File: config.mk
export PLATFORM = sky130hd
export DESIGN_NAME = cpu_bus_sync
export DESIGN_NICKNAME = d
export VERILOG_FILES = /design/src/rtl/cpu_bus_sync_pkg.sv /design/src/rtl/bit_sync.sv /design/src/rtl/cpu_bus_sync.sv
export SDC_FILE = /design/constraint.sdc
export NUM_CORES = 1
export LEC_CHECK = 0
export CORE_ASPECT_RATIO = 0.9
export CORE_MARGIN = 2
export CORE_UTILIZATION = 35
export DETAILED_ROUTE_END_ITERATION = 10
export DONT_BUFFER_PORTS = 1
export GPL_TIMING_DRIVEN = 0
export SLEW_MARGIN = 40
export SYNTH_ARGS = -nofsm -noshare
export SYNTH_HDL_FRONTEND = slang
export SYNTH_HIERARCHICAL = 1
export SYNTH_SLANG_ARGS = --single-unit
File: constraint.sdc
create_clock -name clk -period 2.15 [get_ports clk]
set_clock_uncertainty 0.1 [all_clocks]
set_input_delay 0.43 -clock clk [delete_from_list [all_inputs] [get_ports clk]]
set_output_delay 0.43 -clock clk [all_outputs]
set_load 0.03 [all_outputs]
File: src/rtl/cpu_bus_sync_pkg.sv
// Shared definitions for the external CPU bus synchronizer.
//   ADDR_W  - register address width
//   DATA_W  - register data width
//   CNT_W   - width of the read-settle counter (holds READ_SETTLE up to 7)
//   state_t - bus-handshake FSM states
package cpu_bus_sync_pkg;

    localparam int ADDR_W = 6;
    localparam int DATA_W = 16;
    localparam int CNT_W  = 3;

    typedef enum logic [2:0] {
        IDLE,
        WR_STROBE,
        WR_WAIT,
        RD_SETTLE,
        RD_HOLD,
        ERR_WAIT
    } state_t;

endpackage

File: src/rtl/bit_sync.sv
// Multi-flop synchronizer for one asynchronous, active-low strobe.
//   clk   - destination clock
//   reset - asynchronous active-high reset; every stage resets to 1 (inactive)
//   d     - asynchronous input
//   q     - synchronized output, STAGES clk cycles behind d
module bit_sync #(
    parameter int STAGES = 2
) (
    input  logic clk,
    input  logic reset,
    input  logic d,
    output logic q
);

    logic [STAGES-1:0] chain;

    // NOTE: sequential state is assigned with <= so every stage samples the
    // value its neighbour held before the edge; blocking = would collapse the chain.
    always_ff @(posedge clk or posedge reset) begin
        if (reset) begin
            chain <= '1;
        end else begin
            chain <= {chain[STAGES-2:0], d};
        end
    end

    assign q = chain[STAGES-1];

endmodule

File: src/rtl/cpu_bus_sync.sv
// Bridges an asynchronous external CPU bus (active-low cs/rd/wr strobes) onto
// a synchronous internal register bank.
//   clk, reset                      - system clock, async active-high reset
//   ext_cs_n, ext_rd_n, ext_wr_n    - external strobes (async, active-low)
//   ext_addr, ext_data_in           - external address / write data
//   ext_data_out, ext_data_oe       - read data and pad output enable
//   cpu_rd, cpu_wr                  - internal read select (level) / write pulse
//   cpu_address, cpu_wdata          - internal address / write data (held)
//   cpu_rdata                       - internal read data, valid READ_SETTLE
//                                     cycles after cpu_rd rises
//   protocol_err                    - sticky flag for rd and wr low together
module cpu_bus_sync
    import cpu_bus_sync_pkg::*;
#(
    parameter int SYNC_STAGES = 2,
    parameter int READ_SETTLE = 2
) (
    input  logic              clk,
    input  logic              reset,
    input  logic              ext_cs_n,
    input  logic              ext_rd_n,
    input  logic              ext_wr_n,
    input  logic [ADDR_W-1:0] ext_addr,
    input  logic [DATA_W-1:0] ext_data_in,
    output logic [DATA_W-1:0] ext_data_out,
    output logic              ext_data_oe,
    output logic              cpu_rd,
    output logic              cpu_wr,
    output logic [ADDR_W-1:0] cpu_address,
    output logic [DATA_W-1:0] cpu_wdata,
    input  logic [DATA_W-1:0] cpu_rdata,
    output logic              protocol_err
);

    logic cs_s, rd_s, wr_s;
    logic sel_rd, sel_wr;

    bit_sync #(.STAGES(SYNC_STAGES)) u_sync_cs (.clk(clk), .reset(reset), .d(ext_cs_n), .q(cs_s));
    bit_sync #(.STAGES(SYNC_STAGES)) u_sync_rd (.clk(clk), .reset(reset), .d(ext_rd_n), .q(rd_s));
    bit_sync #(.STAGES(SYNC_STAGES)) u_sync_wr (.clk(clk), .reset(reset), .d(ext_wr_n), .q(wr_s));

    assign sel_rd = ~cs_s & ~rd_s;
    assign sel_wr = ~cs_s & ~wr_s;

    state_t            state, state_nxt;
    logic [CNT_W-1:0]  cnt, cnt_nxt;
    logic              rd_nxt, wr_nxt, oe_nxt, err_nxt;
    logic [ADDR_W-1:0] addr_nxt;
    logic [DATA_W-1:0] wdata_nxt, dout_nxt;

    // Every output is registered. cpu_wr is the registered image of the
    // WR_STROBE state, so it rises on the edge that leaves WR_STROBE; this
    // puts the pulse SYNC_STAGES+2 cycles after the pin edge. Likewise the
    // settle counter is loaded with READ_SETTLE and the capture happens on the
    // cycle it is already 0, giving ext_data_oe at SYNC_STAGES+READ_SETTLE+2.
    always_ff @(posedge clk or posedge reset) begin
        if (reset) begin
            state        <= IDLE;
            cnt          <= '0;
            cpu_rd       <= 1'b0;
            cpu_wr       <= 1'b0;
            ext_data_oe  <= 1'b0;
            protocol_err <= 1'b0;
            cpu_address  <= '0;
            cpu_wdata    <= '0;
            ext_data_out <= '0;
        end else begin
            state        <= state_nxt;
            cnt          <= cnt_nxt;
            cpu_rd       <= rd_nxt;
            cpu_wr       <= wr_nxt;
            ext_data_oe  <= oe_nxt;
            protocol_err <= err_nxt;
            cpu_address  <= addr_nxt;
            cpu_wdata    <= wdata_nxt;
            ext_data_out <= dout_nxt;
        end
    end

    // NOTE: every signal written here is given a default first; a path that
    // left one unassigned would infer a latch.
    always_comb begin
        state_nxt = state;
        cnt_nxt   = cnt;
        rd_nxt    = cpu_rd;
        wr_nxt    = 1'b0;
        oe_nxt    = ext_data_oe;
        err_nxt   = protocol_err;
        addr_nxt  = cpu_address;
        wdata_nxt = cpu_wdata;
        dout_nxt  = ext_data_out;

        unique case (state)
            IDLE: begin
                if (sel_rd && sel_wr) begin
                    err_nxt   = 1'b1;
                    state_nxt = ERR_WAIT;
                end else if (sel_wr) begin
                    addr_nxt  = ext_addr;
                    wdata_nxt = ext_data_in;
                    state_nxt = WR_STROBE;
                end else if (sel_rd) begin
                    addr_nxt  = ext_addr;
                    rd_nxt    = 1'b1;
                    cnt_nxt   = CNT_W'(READ_SETTLE);
                    state_nxt = RD_SETTLE;
                end
            end
            WR_STROBE: begin
                wr_nxt    = 1'b1;
                state_nxt = WR_WAIT;
            end
            WR_WAIT: begin
                // Wait for the strobe to go away so one external write
                // can never produce a second pulse.
                if (!sel_wr) begin
                    state_nxt = IDLE;
                end
            end
            RD_SETTLE: begin
                // An abort takes priority over a capture on the same cycle.
                if (!sel_rd) begin
                    rd_nxt    = 1'b0;
                    state_nxt = IDLE;
                end else if (cnt == '0) begin
                    dout_nxt  = cpu_rdata;
                    oe_nxt    = 1'b1;
                    state_nxt = RD_HOLD;
                end else begin
                    cnt_nxt = cnt - CNT_W'(1);
                end
            end
            RD_HOLD: begin
                if (!sel_rd) begin
                    rd_nxt    = 1'b0;
                    oe_nxt    = 1'b0;
                    state_nxt = IDLE;
                end
            end
            ERR_WAIT: begin
                if (!sel_rd && !sel_wr) begin
                    state_nxt = IDLE;
                end
            end
            default: state_nxt = IDLE;
        endcase
    end

endmodule

==> results of run 1 <==
[repair_timing]
action / CTS / global route
hold buffers: 1 / 3
setup buffers: 0 / 0
hold endpoints to repair: 19 / 3
[area by class of cell]
class | count | share of cell area, %
flip-flops and latches | 54 | 54.5
multi-input cells | 93 | 32.1
well taps | 87 | 4.37
clock buffers | 6 | 2.91
repair buffers | 5 | 2.41
plain buffers | 7 | 1.91
inverters | 7 | 1.16
clock inverters | 2 | 0.552
[cell usage after synthesis, drive strengths merged, types with 2 or more instances]
cell | instances | area share, %
dfrtp | 48 | 54
mux2 | 41 | 21
nand2 | 8 | 1.6
inv | 7 | 1.2
nor2 | 7 | 1.3
dfstp | 6 | 7.1
nor3 | 6 | 1.6
o21ai | 6 | 1.3
buf | 5 | 1.8
a21oi | 3 | 0.84
a211o | 2 | 0.78
a21o | 2 | 0.67
clkbuf | 2 | 0.34
ha | 2 | 1.1
nand2b | 2 | 0.56
nand3 | 2 | 0.45
nor3b | 2 | 0.67
or2 | 2 | 0.56
or3 | 2 | 0.56
[registers in the layout, indices dropped and copies added (netlist names)]
register / cells
ext_data_out: 16
state: 3
protocol_err: 1
cnt: 3
cpu_wdata: 16
cpu_address: 6
ext_data_oe: 1
u_sync_rd/chain: 2
u_sync_wr/chain: 2
cpu_rd: 1
u_sync_cs/chain: 2
cpu_wr: 1
[kinds of logic (layout without fill, tap and decap cells)]
| logic type | after synthesis | in the layout | share of synthesized area, % |
|---|---|---|---|
| compound gates | 15 | 15 | 4.37 |
| xor+xnor | 1 | 1 | 0.392 |
| fa+ha+maj | 2 | 2 | 1.12 |
| buf+inv | 14 | 27 | 3.31 |
| flops | 54 | 54 | 60.8 |
| mux | 41 | 41 | 20.8 |
| simple gates | 34 | 34 | 9.13 |
[worst max-delay path: stages, from the launching register on]
cell	delay (ns)
dfrtp_1	0.37
inv_1	0.10
ha_1	0.19
nand2b_1	0.10
nor3_2	0.22
nand2_2	0.18
buf_2	0.25
mux2_1	0.34
[through the flow]
stage                     util, %  power (mW)  instances  setup slack (ns)  area, um2
after floorplan                 -        3.00        161             0.358       2230
after global placement       38.1        3.16        248            0.0783       2340
after detailed placement     38.5        3.23        249             0.175       2360
after CTS                    40.0        3.80        258             0.159       2460
after global routing         40.5        3.99        261            0.0407       2490
final                        40.5        3.74        261             0.197       2490
[worst paths after layout]
path	from	end	slack, ns	cells after the start
worst max register to register	cnt[0]	ext_data_out[8]	0.20	7
worst min-delay path	cpu_rdata[9]	ext_data_out[9]	0.15	1
min in group asynchronous	reset	ext_data_oe	0.48	2
worst max-delay path	cnt[0]	ext_data_out[8]	0.20	7
worst min register to register	u_sync_cs/chain[0]	u_sync_cs/chain[1]	0.26	0
max in group asynchronous	reset	cpu_wdata[5]	1.04	3
[metal layers]
| layer | track usage, % | wire length, um |
|---|---|---|
| met1 | 15.7 | 1680 |
| met2 | 21.9 | 2250 |
| met3 | 4.03 | 199 |
| met4 | 5.61 | 66 |
| met5 | 0 | 0 |
[power by group]
group          leakage (nW)  internal (mW)  switching, mW
logic                 0.360          0.366          0.323
clock network        0.0456          0.233          0.319
registers             0.630           1.43           1.07
total                  1.04           2.03           1.72
==> metrics.txt, run 1 <==
initial antenna violation count 0; mapped cell area 2230 um2; fin crit period 1.95 ns; total leakage power 1.04 nW; commonest non-fill, non-tap cell in the layout dfrtp_1; Critical Path RT 2.24 ns; DRC 0; CORE AREA 6150 um2; Initial DRC Count 108; drt pass-1 iters 4; layout cell share with drive strength beyond 1 16.7%; Post-synth ARST share 100%; Mean Syn Cell Area 13.9 um2; Yosys warnings 6; depth of the CTS H-tree 2; first-pass GRT wire length 7000 um; clk slew on worst S/H paths 0.10 ns; VDD IR max 738 uV; DPL Wire Length 3260 um; Core Rows 27; FF+latch count, synth 54; Final Wtd Congestion 0.803; Final ANT Viol Nets 0; pin slew with the least headroom to its limit 0.424 ns; routed len/inst 16.1 um; number of synthesized flops with an enable pin 0; maximum buffer depth of the clock tree 2; cts bufs inserted 5; DR vias/cell 4.84; Max Cap Viol 0; nets 218; die area 7040 um2; antenna cell count 0; FILL cells 586; pwr/cell area 1500 nW/um2; Synth Instances 161; Post-Route WL 4200 um; Final TNS setup 0 ns; Yosys cell types 34; RSZ-0062 raised after global routing false; Hold WS 0.152 ns; Fin. Hold Viols 0; CTS tree yes; startpoint types register; root buffer cell clkbuf_8; Hold Path Class input port to register; starting density of the core 36.3%; vias in the first global route 1379; sequential cell area fraction in the yosys report 60.8%; Worst EP arrival 2.04 ns; PortBufs 0; post-CTS resize count 0; register area 1360 um2; Max-slew headroom 71.6%; most used cells in the layout excluding fill and tap cells 48 x dfrtp_1, 39 x mux2_1; Peak Freq 512 MHz; die height 79.8 um; critical path class register to register; via count 1264; Die Width 88.2 um; multi-input logic area 801 um2; Clock Latency Late Sink 0.29 ns; largest net degree at the start of global routing 36; GRT Residual Overflow 0; status completed; Main synth FF type dfrtp_1; CTS Sinks 54; I/O Pins 85; synthesis-to-layout area growth 11.5%; Final Cycle Share 90.8%; CP max FO 10; crit path capture type register; Slew Limit Fails 0; total track usage 13.2%; Post-Syn Nets 206; final setup fails 0
Note: power is estimated with default switching activity, not from simulation.
==> run 2: changes to the inputs <==
--- a/config.mk
+++ b/config.mk
@@ -11,7 +11,6 @@
 export DETAILED_ROUTE_END_ITERATION = 10
 export DONT_BUFFER_PORTS = 1
 export GPL_TIMING_DRIVEN = 0
-export SLEW_MARGIN = 40
 export SYNTH_ARGS = -nofsm -noshare
 export SYNTH_HDL_FRONTEND = slang
 export SYNTH_HIERARCHICAL = 1
==> run 2 against run 1 <==
  * Count of clock-buffer cells in the layout is the same
  * Critical path depth unchanged
  * Worst setup slack worse by 0.0026 ns
  * Die area unchanged
  * Combinational power about the same
  * Sequential share of layout area decreased by 0.70 points
  * Clock power up 28%
  * Routed wire length increased by 1.8%
  * Non-clock buffer count stayed put
  * Final cell count stayed put
  * Cell area is 1.3% higher
  * Critical endpoint is now ext_data_out[12]
==> metrics.txt, run 2 (synthesized netlist as in run 1, its figures left out) <==
Hold Path Class input port to register; Max-slew headroom 71.2%; Die Width 88.2 um; routed len/inst 16.4 um; Reg2Reg Setup Slack 0.19 ns; layout cell share with drive strength beyond 1 17.2%; VDD IR max 803 uV; clock power share 18.1%; I/O Pins 85; Worst R2R Start cnt[0]; Final Wtd Congestion 0.803; DPL Wire Length 3280 um; Reg-to-Reg End ext_data_out[12]; Peak Freq 511 MHz; largest net degree at the start of global routing 36; Slew Limit Fails 0; post-CTS resize count 0; CTS tree yes; total power 3.90 mW; antenna cell count 0; combinational power share 17.6%; RSZ-0062 raised after global routing false; total track usage 13.2%; most used cells in the layout excluding fill and tap cells 48 x dfrtp_1, 39 x mux2_1; die area 7040 um2; synthesis-to-layout area growth 13.0%; hold buffers post-CTS 1; P_sw 1.72 mW; via count 1275; crit path capture type register; Int Power 2.18 mW; Final ANT Viol Nets 0; Worst EP arrival 2.04 ns; DR vias/cell 4.89; CORE AREA 6150 um2; buffers and inverters on the worst path 2; vias in the first global route 1394; Seq pwr share 64.3%; GRT Residual Overflow 0; die height 79.8 um; Max Cap Viol 0; starting density of the core 36.3%; maximum buffer depth of the clock tree 2; Top Registers cpu_wdata x16, ext_data_out x16, cpu_address x6; initial antenna violation count 0; drt pass-1 iters 4; worst stage delay on the critical path 0.37 ns; hold path cells 1; CP max FO 10; Cell Count, Final, Fillers Out 261; nets 218; Fin. Hold Viols 0; Final Cycle Share 90.9%; startpoint types register; CP max-delay cell dfrtp_1; Hold WS 0.155 ns; DRC 0; status completed; Final TNS setup 0 ns; critical path class register to register; Clock Latency Late Sink 0.29 ns; Core Rows 27; crit-path cells inv_1 > ha_1 > nand2b_1 > nor3_2 > nand2_2 > buf_2 > mux2_1; CTS Sinks 54; Sw Share 44.2%; cts bufs inserted 5; placed cells 249; commonest non-fill, non-tap cell in the layout dfrtp_1; final setup fails 0; Initial DRC Count 80; root buffer cell clkbuf_8; PortBufs 0; clk slew on worst S/H paths 0.10 ns; hold path startpoint cpu_rdata[4]; first-pass GRT wire length 7130 um; Post-Route WL 4270 um; critical path's top delay family simple AND/OR/NAND/NOR gates; pin slew with the least headroom to its limit 0.432 ns; depth of the CTS H-tree 2; worst reg-to-reg path cell count 7; Critical Path RT 2.24 ns; postcts setup bufs 0; fin crit period 1.96 ns; total leakage power 1.05 nW; Min-Delay Endpoint ext_data_out[4]; pwr/cell area 1550 nW/um2
run 2: cell types whose count changed in the layout (fill, tap and decap cells not counted):
cell       change
bufinv_16      +1
clkbuf_1       -1
clkbuf_8       +1
clkinv_2       -1
inv_2          +1
inv_4          -1
run 2: power groups by stage:
stage / Sequential [mW] / Clock [mW] / Combinational [mW]
6_report: 2.51 / 0.706 / 0.687
5_1_grt: 2.57 / 0.789 / 0.784
4_1_cts: 2.52 / 0.734 / 0.700
3_5_place_dp: 2.53 / 0 / 0.699
3_3_place_gp: 2.52 / 0 / 0.643
2_1_floorplan: 2.43 / 0 / 0.575
run 2: layout make-up:
class | instances | area [um2]
clock buffer | 6 | 82.6
inverter | 7 | 26.3
sequential | 54 | 1360
clock inverter | 2 | 38.8
tap | 87 | 109
timing repair buffer | 5 | 60.1
multi-input combinational | 93 | 801
fill | 582 | 3620
buffer | 7 | 47.5
run 2: how the worst max path moves through the flow:
stage / startpoint / end / slack, ns / depth (start not counted)
5_1_grt: cnt[1] / ext_data_out[12] / 0.04 / 7
6_report: cnt[0] / ext_data_out[12] / 0.19 / 7
3_3_place_gp: reset / cpu_wdata[5] / 0.08 / 1
2_1_floorplan: state[0] / state[1] / 0.36 / 5
3_5_place_dp: cnt[0] / ext_data_out[8] / 0.18 / 7
4_1_cts: cnt[0] / ext_data_out[8] / 0.16 / 7
run 2: metrics by stage:
| stage | cell area, um2 | util (%) | setup WS, ns |
|---|---|---|---|
| detailed placement | 2360 | 38.4 | 0.180 |
| finish | 2520 | 41.0 | 0.195 |
| global route | 2520 | 41.0 | 0.0385 |
| CTS | 2490 | 40.6 | 0.161 |
| floorplan | 2230 | - | 0.358 |
| global placement | 2340 | 38.1 | 0.0783 |
run 2: routing by layer:
metal / track usage [%] / up-vias / routed length (um)
met5: 0 / - / 0
met4: 3.79 / 0 / 54
met3: 4.03 / 4 / 240
met2: 22.3 / 48 / 2320
met1: 16.3 / 647 / 1660
li1: - / 576 / -
==> run 3: changes to the inputs <==
--- a/config.mk
+++ b/config.mk
@@ -5,12 +5,12 @@
 export SDC_FILE = /design/constraint.sdc
 export NUM_CORES = 1
 export LEC_CHECK = 0
-export CORE_ASPECT_RATIO = 0.9
 export CORE_MARGIN = 2
 export CORE_UTILIZATION = 35
 export DETAILED_ROUTE_END_ITERATION = 10
 export DONT_BUFFER_PORTS = 1
 export GPL_TIMING_DRIVEN = 0
+export SLEW_MARGIN = 10
 export SYNTH_ARGS = -nofsm -noshare
 export SYNTH_HDL_FRONTEND = slang
 export SYNTH_HIERARCHICAL = 1
==> run 3 against run 2 <==
  * Sequential cell count unchanged
  * Power fell by 0.92%
  * Die area hardly changed
  * Non-clock buffer count is the same
  * Count of clock-buffer cells in the layout is the same
  * Global-route usage is 0.96 points lower
==> metrics.txt, run 3 (synthesized netlist as in run 1, its figures left out) <==
worst reg-to-reg path cell count 7; wire length on met2 2080 um; Final ANT Viol Nets 0; VDD IR max 674 uV; DPL Wire Length 3140 um; routed len/inst 16.3 um; startpoint types register; initial antenna violation count 0; Fin. Hold Viols 0; die area 7040 um2; CP max FO 10; multi-input logic area 807 um2; P_sw 1.70 mW; routed wl met3 296 um; layout cell share with drive strength beyond 1 16.8%; FILL cells 581; Final Wtd Congestion 0.848; total track usage 12.3%; root buffer cell clkbuf_8; depth of the CTS H-tree 2; pwr/cell area 1540 nW/um2; Post-Route WL 4070 um; clock power share 17.4%; die height 83.9 um; Worst EP arrival 2.03 ns; vias in the first global route 1432; most used cells in the layout excluding fill and tap cells 48 x dfrtp_1, 39 x mux2_1; final setup fails 0; CTS Sinks 54; hold path cells 1; fin crit period 1.95 ns; CTS tree yes; Sw Share 43.9%; synthesis-to-layout area growth 12.3%; highest metal used met4; register area 1360 um2; final worst slack 0.197 ns; Seq pwr share 64.6%; commonest non-fill, non-tap cell in the layout dfrtp_1; pin slew with the least headroom to its limit 0.426 ns; total leakage power 1.05 nW; DRC 0; status completed; Slew Limit Fails 0; drt pass-1 iters 4; Met1 Wirelength 1520 um; critical path class register to register; Peak Freq 512 MHz; Top Registers cpu_wdata x16, ext_data_out x16, cpu_address x6; first-pass GRT wire length 6730 um; I/O Pins 85; nets 218; Clock Latency Late Sink 0.30 ns; combinational power share 18.0%; Max-slew headroom 71.5%; Die Width 83.9 um; PortBufs 0; Int Power 2.17 mW; Hold WS 0.159 ns; clk slew on worst S/H paths 0.09 ns; CORE AREA 6280 um2; Final Cycle Share 90.8%; Critical Path RT 2.23 ns; antenna cell count 0; Hold Path Class input port to register; Max Cap Viol 0; DR vias/cell 5.03; postcts setup bufs 0; crit path capture type register; RSZ-0062 raised after global routing false; starting density of the core 35.6%; GRT Residual Overflow 0; final core occ 40.0%; Core Rows 29; cts bufs inserted 5; largest net degree at the start of global routing 41; maximum buffer depth of the clock tree 2; via count 1258; Initial DRC Count 33; pre-CTS WS 0.185 ns; Final TNS setup 0 ns
[run 3: cell types whose count changed in the layout (fill, tap and decap cells not counted), sizes merged]
cell and delta:
inv -1
[run 3: path summary, 6_finish.rpt]
check,from,to,slack (ns)
worst max-delay path,cnt[0],ext_data_out[14],0.20
worst min-delay path,cpu_rdata[5],ext_data_out[5],0.16
worst max register to register,cnt[0],ext_data_out[14],0.20
worst min register to register,u_sync_rd/chain[0],u_sync_rd/chain[1],0.26
max in group asynchronous,reset,cpu_wdata[13],1.03
min in group asynchronous,reset,ext_data_oe,0.45
[run 3: power groups by stage]
| stage | clock network [mW] | registers [mW] | logic [mW] |
|---|---|---|---|
| 4_1_cts | 0.705 | 2.51 | 0.707 |
| 2_1_floorplan | 0 | 2.43 | 0.575 |
| 6_report | 0.671 | 2.50 | 0.696 |
| 5_1_grt | 0.746 | 2.55 | 0.796 |
| 3_3_place_gp | 0 | 2.51 | 0.641 |
| 3_5_place_dp | 0 | 2.53 | 0.703 |
[run 3: worst max-delay path, cell delays in order (launching register included)]
cell      delay (ns)
dfrtp_1         0.37
inv_1           0.09
ha_1            0.18
nand2b_1        0.12
nor3_4          0.19
nand2_2         0.18
buf_2           0.26
mux2_1          0.34
[run 3: layout make-up]
type,count,share of cell area [%]
Multi-Input combinational cell,93,32.2
Timing Repair Buffer,5,2.39
Inverter,7,1.05
Buffer,7,1.90
Sequential cell,54,54.2
Tap cell,77,3.84
Clock inverter,1,1.20
Clock buffer,6,3.29
[run 3: layer usage]
metal	vias up	global-route usage [%]
met5	-	0
met4	0	7.18
met3	14	4.35
met2	65	20.9
met1	605	13.0
li1	574	-
[run 3: through the flow]
stage | total power [mW] | cells | instance area (um2)
floorplan | 3.00 | 161 | 2230
global placement | 3.15 | 238 | 2330
detailed placement | 3.23 | 239 | 2350
CTS | 3.92 | 247 | 2470
global route | 4.09 | 250 | 2510
finish | 3.87 | 250 | 2510
[run 3: timing repair]
item,in CTS,in global routing
gates resized for setup,0,1
hold buffers,1,3
setup endpoints to repair,0,1
hold endpoints to repair,14,3
